### src/rtl/rf_write_arbiter.sv
// rf_write_arbiter
// Round-robin arbiter that funnels NREQ register-file write requesters onto a
// single registered write port (wr_en / wr_addr / wr_data) with a fixed
// one-cycle latency from the accepting handshake to the write.
//
// Optional build macro: RF_ARB_ZERO_REG_DROP_EN
//   When defined, a request to the top register (addr = 2**ADDR_W-1) is still
//   accepted normally (ready, pointer advance) but its write is suppressed.
//   When undefined, that address behaves like any other.

module rf_write_arbiter #(
  parameter int NREQ   = 4,
  parameter int DATA_W = 64,
  parameter int ADDR_W = 5
) (
  input  logic                     clk,
  input  logic                     reset,
  input  logic                     flush,
  input  logic [NREQ-1:0]          req_valid,
  input  logic [NREQ*ADDR_W-1:0]   req_addr,
  input  logic [NREQ*DATA_W-1:0]   req_data,
  output logic [NREQ-1:0]          req_ready,
  output logic                     wr_en,
  output logic [ADDR_W-1:0]        wr_addr,
  output logic [DATA_W-1:0]        wr_data,
  output logic [$clog2(NREQ)-1:0]  rr_ptr
);

  localparam int PTR_W = $clog2(NREQ);
  localparam logic [ADDR_W-1:0] TOP_ADDR = '1;
  localparam logic [PTR_W-1:0]  LAST_IDX = PTR_W'(NREQ - 1);

  logic [ADDR_W-1:0] addr_arr [NREQ];
  logic [DATA_W-1:0] data_arr [NREQ];

  logic              found;
  logic [PTR_W-1:0]  grant_idx;
  logic [PTR_W-1:0]  ptr_next;
  logic [ADDR_W-1:0] sel_addr;
  logic [DATA_W-1:0] sel_data;
  logic              drop;
  int                idx;

  // Unpack the flat request buses into per-requester views.
  for (genvar i = 0; i < NREQ; i++) begin : g_unpack
    assign addr_arr[i] = req_addr[i*ADDR_W +: ADDR_W];
    assign data_arr[i] = req_data[i*DATA_W +: DATA_W];
  end

  // Search upward from rr_ptr (wrapping) for the first valid requester.
  // Reset and flush both blank the grant so nothing transfers in those cycles.
  always_comb begin
    found     = 1'b0;
    grant_idx = '0;
    idx       = 0;
    for (int k = 0; k < NREQ; k++) begin
      idx = int'(rr_ptr) + k;
      if (idx >= NREQ) idx = idx - NREQ;
      if (!found && req_valid[PTR_W'(idx)]) begin
        found     = 1'b1;
        grant_idx = PTR_W'(idx);
      end
    end
    if (reset || flush) found = 1'b0;
  end

  // Expand the winning index into a one-hot-or-zero ready vector.
  always_comb begin
    req_ready = '0;
    if (found) req_ready[grant_idx] = 1'b1;
  end

  assign ptr_next = (grant_idx == LAST_IDX) ? '0 : grant_idx + PTR_W'(1);
  assign sel_addr = addr_arr[grant_idx];
  assign sel_data = data_arr[grant_idx];

`ifdef RF_ARB_ZERO_REG_DROP_EN
  // Writes to the top register are swallowed: accepted but never issued.
  assign drop = (sel_addr == TOP_ADDR);
`else
  assign drop = 1'b0;
`endif

  // Write-port register and round-robin pointer update.
  // A dropped write is treated like an idle cycle on the write port, so the
  // last issued address/data stay visible.
  always_ff @(posedge clk) begin
    if (reset) begin
      wr_en   <= 1'b0;
      wr_addr <= '0;
      wr_data <= '0;
      rr_ptr  <= '0;
    end else if (flush) begin
      wr_en  <= 1'b0;
      rr_ptr <= '0;
    end else if (found) begin
      rr_ptr <= ptr_next;
      wr_en  <= !drop;
      if (!drop) begin
        wr_addr <= sel_addr;
        wr_data <= sel_data;
      end
    end else begin
      wr_en <= 1'b0;
    end
  end

  // The grant vector must never name more than one requester.
  always_ff @(posedge clk) begin
    if (!reset) assert ($onehot0(req_ready));
  end

endmodule

### config.mk
export PLATFORM = sky130hd
export DESIGN_NAME = rf_write_arbiter
export DESIGN_NICKNAME = d
export VERILOG_FILES = /design/src/rtl/rf_write_arbiter.sv
export SDC_FILE = /design/constraint.sdc
export NUM_CORES = 1
export LEC_CHECK = 0
export ABC_AREA = 0
export CORE_AREA = 8 8 133 135
export DETAILED_ROUTE_END_ITERATION = 8
export DIE_AREA = 0 0 141 143
export DONT_BUFFER_PORTS = 1
export MAX_ROUTING_LAYER = met4
export SLEW_MARGIN = 40
export SYNTH_ARGS = -nofsm -noshare
export SYNTH_HDL_FRONTEND = slang
export SYNTH_SLANG_ARGS = --single-unit
### constraint.sdc
create_clock -name clk -period 2 [get_ports clk]
set_input_delay 0.4 -clock clk [delete_from_list [all_inputs] [get_ports clk]]
set_output_delay 0.4 -clock clk [all_outputs]
set_load 0.1 [all_outputs]
==> results.json <==
{
  "drv_slew": 0,
  "grt_pass1_vias": 5122,
  "fmax_mhz": 445,
  "portBuffers": 0,
  "rsz0062_at_grt": "true",
  "multi_input_area_um2": 3160,
  "final.min_clock_period_ns": 2.25,
  "firstDrtPassIters": 5,
  "cpPeakStageDelay_ns": 0.50,
  "tightest_slew_ns": 0.474,
  "routedWlPerCell_um": 23.4,
  "die_w_um": 141,
  "violations": "negative setup slack",
  "crit_chain": "nor2b_4 -> or4b_4 -> and2_4 -> nor3_4 -> buf_12",
  "hpwl_um": 14600,
  "cp.required_ns": 1.60,
  "arrival_ns": 1.85,
  "grt_pass1_wl_um": 29100,
  "synth_top_area_share_pct": 31.2,
  "peakVddDrop_uv": 461,
  "critPathSlowestCell": "or4b_4",
  "synthesis.nets": 874,
  "outcome": "finished, violations left",
  "syn_inst": 591,
  "drt-initial-drc-count": 353,
  "rows": 46,
  "power-per-cell-area_nw_per_um2": 915,
  "finalCritPeriodShare_pct": 112,
  "post-synth-top-area-cell": "dfxtp_1",
  "place_congestion": 0.924,
  "clk_pin_slew_ns": 0.06,
  "cts-root-buf": "clkbuf_16",
  "ys_seq_area_share_pct": 31.2,
  "cts_buffer_depth": 2,
  "holdCritPathClass": "primary input to flip-flop",
  "cts.sinks": 72,
  "synth.distinct_cells": 27,
  "fin_nets": 929,
  "grt_usage_pct": 18.7,
  "layout_setup_ws_ns": -0.248,
  "finalCoreUtilization_pct": 41.1,
  "area_growth_pct": 39.0,
  "antenna_found_initial": 1,
  "drt-vias-per-instance": 6.01,
  "syn_area_um2": 4620,
  "skew_ns": 0.00844,
  "gr-total-overflow": 0,
  "path_class": "flip-flop to output pin",
  "grt_max_degree": 70,
  "htreeDepth": 3,
  "ys_ff_latch": 72,
  "clkLatencyLatePin_ns": 0.33,
  "end_kind": "output pin",
  "dieArea_um2": 20200,
  "cts_tree": "built",
  "cts_made_buffers": 9,
  "fillerInstances": 1560,
  "start_util_pct": 29.6,
  "cp_max_fo": 4,
  "routed_wirelength_um": 20300,
  "ff_latch_area_um2": 1450,
  "fin_area_um2": 6410,
  "hold_violations": 0,
  "die_h_um": 143,
  "critical_path.startpoint_type": "flip-flop",
  "core_um2": 15600,
  "synth.avg_cell_area_um2": 7.81,
  "placed_cell_area_um2": 5560,
  "drive_gt1_share_pct": 28.9,
  "vias": 5213,
  "p_leak_nw": 2.62,
  "maxCapViolCount": 0,
  "drc_errors": 0,
  "ioPinCount": 359,
  "ctsHoldBuffers": 0,
  "slew_headroom_pct": 68.1,
  "finalSetupViolCount": 27,
  "yosys_warnings": 0,
  "synth_area_leaders": "dfxtp_1 (31%), a211oi_1 (22%), and3_1 (18%), o31ai_1 (11%), nand2_1 (5.9%)",
  "ant_nets": 0
}
==> layout make-up <==
type / count / share of cell area (%)
Multi-Input combinational cell: 443 / 49.2
Sequential cell: 72 / 22.6
Timing Repair Buffer: 118 / 19.5
Clock buffer: 15 / 4.33
Tap cell: 216 / 4.21
Inverter: 2 / 0.117
Antenna cell: 2 / 0.0780
==> sequential cells by signal (all words and copies together) (netlist names) <==
| register | count |
|---|---|
| wr_en | 1 |
| wr_addr | 5 |
| rr_ptr | 2 |
| wr_data | 64 |
==> metrics by stage <==
stage                     std cells  setup WS (ns)  TNS (ns)  hold slack [ns]  total power, mW
after floorplan                 591         -0.629     -4.17            0.462             3.58
after global placement          835         -0.220     -4.70            0.439             4.04
after detailed placement        835         -0.268     -7.80            0.442             4.09
after CTS                       862         -0.286     -7.17            0.103             5.83
after global routing            867         -0.316     -5.33            0.115             6.13
final                           868         -0.248     -1.10            0.120             5.87
==> metal layers <==
| layer | vias to the layer above | global-route usage (%) | routed length, um |
|---|---|---|---|
| li1 | 2400 | - | - |
| met3 | 46 | 5.34 | 1700 |
| met1 | 2456 | 20.7 | 7670 |
| met5 | - | - | 0 |
| met4 | 0 | 7.92 | 562 |
| met2 | 311 | 31.4 | 10300 |
==> path summary, 6_finish.rpt <==
kind | startpoint | slack, ns | cells after the start | to
worst max-delay path | rr_ptr[0] | -0.25 | 5 | req_ready[1]
worst min-delay path | flush | 0.12 | 1 | rr_ptr[1]
worst max register to register | rr_ptr[1] | -0.04 | 8 | wr_data[24]
worst min register to register | wr_data[61] | 0.45 | 2 | wr_data[61]
==> cell usage in the layout, fill, tap and decap left out, types with 2 or more instances in the layout <==
master and n:
a211oi_1 99, a211oi_2 39, and3_1 136, buf_12 13, buf_16 7, buf_4 91
buf_6 3, buf_8 2, clkbuf_1 3, clkbuf_16 11, clkbuf_8 3, dfxtp_1 70
dfxtp_4 2, diode_2 2, inv_1 2, nand2_1 72, nor2_1 3, nor2_4 2
nor2b_1 2, nor2b_4 2, nor3_4 4, o31ai_1 67
==> critical path: cells and delay by family, from the launching register on <==
kind,cells,cell delay (ns)
DFF,1,0.38
and+or+nand+nor,4,0.92
buffers and inverters,1,0.20
==> cell usage after synthesis <==
library cell and n:
a2111oi_0 1, a211o_1 1, a211oi_1 138, a221o_1 1
a311oi_1 1, and2_1 1, and3_1 136, buf_2 17
buf_4 2, clkbuf_1 55, dfxtp_1 72, inv_1 2
mux2_2 1, nand2_1 73, nand2_2 1, nand3_1 1
nor2_1 5, nor2b_1 4, nor3_1 4, nor4_1 1
o21ai_0 1, o21ba_2 1, o21bai_1 1, o31ai_1 68
or3_1 1, or4_4 1, or4b_4 1
==> cell families after synthesis <==
logic type / share of synthesized area [%]
muxes: 0.244
DFF: 31.2
buffers and inverters: 6.80
and+or+nand+nor: 26.9
AOI/OAI and AO/OA: 34.8
==> power breakdown <==
part / total (mW) / internal, mW / switching, mW
Combinational: 2.72 / 0.808 / 1.91
Sequential: 1.63 / 1.58 / 0.0483
Clock: 1.52 / 0.936 / 0.585
==> what timing repair did <==
action / 4_1_cts / 5_1_grt
resized for setup: 36 / 29
setup endpoints to repair: 18 / 73
gates cloned: 4 / 2
buffers inserted: 8 / 4
hold endpoints to repair: 0 / 0
pin swaps: 8 / 17
Power figures use the tool's default switching activity.
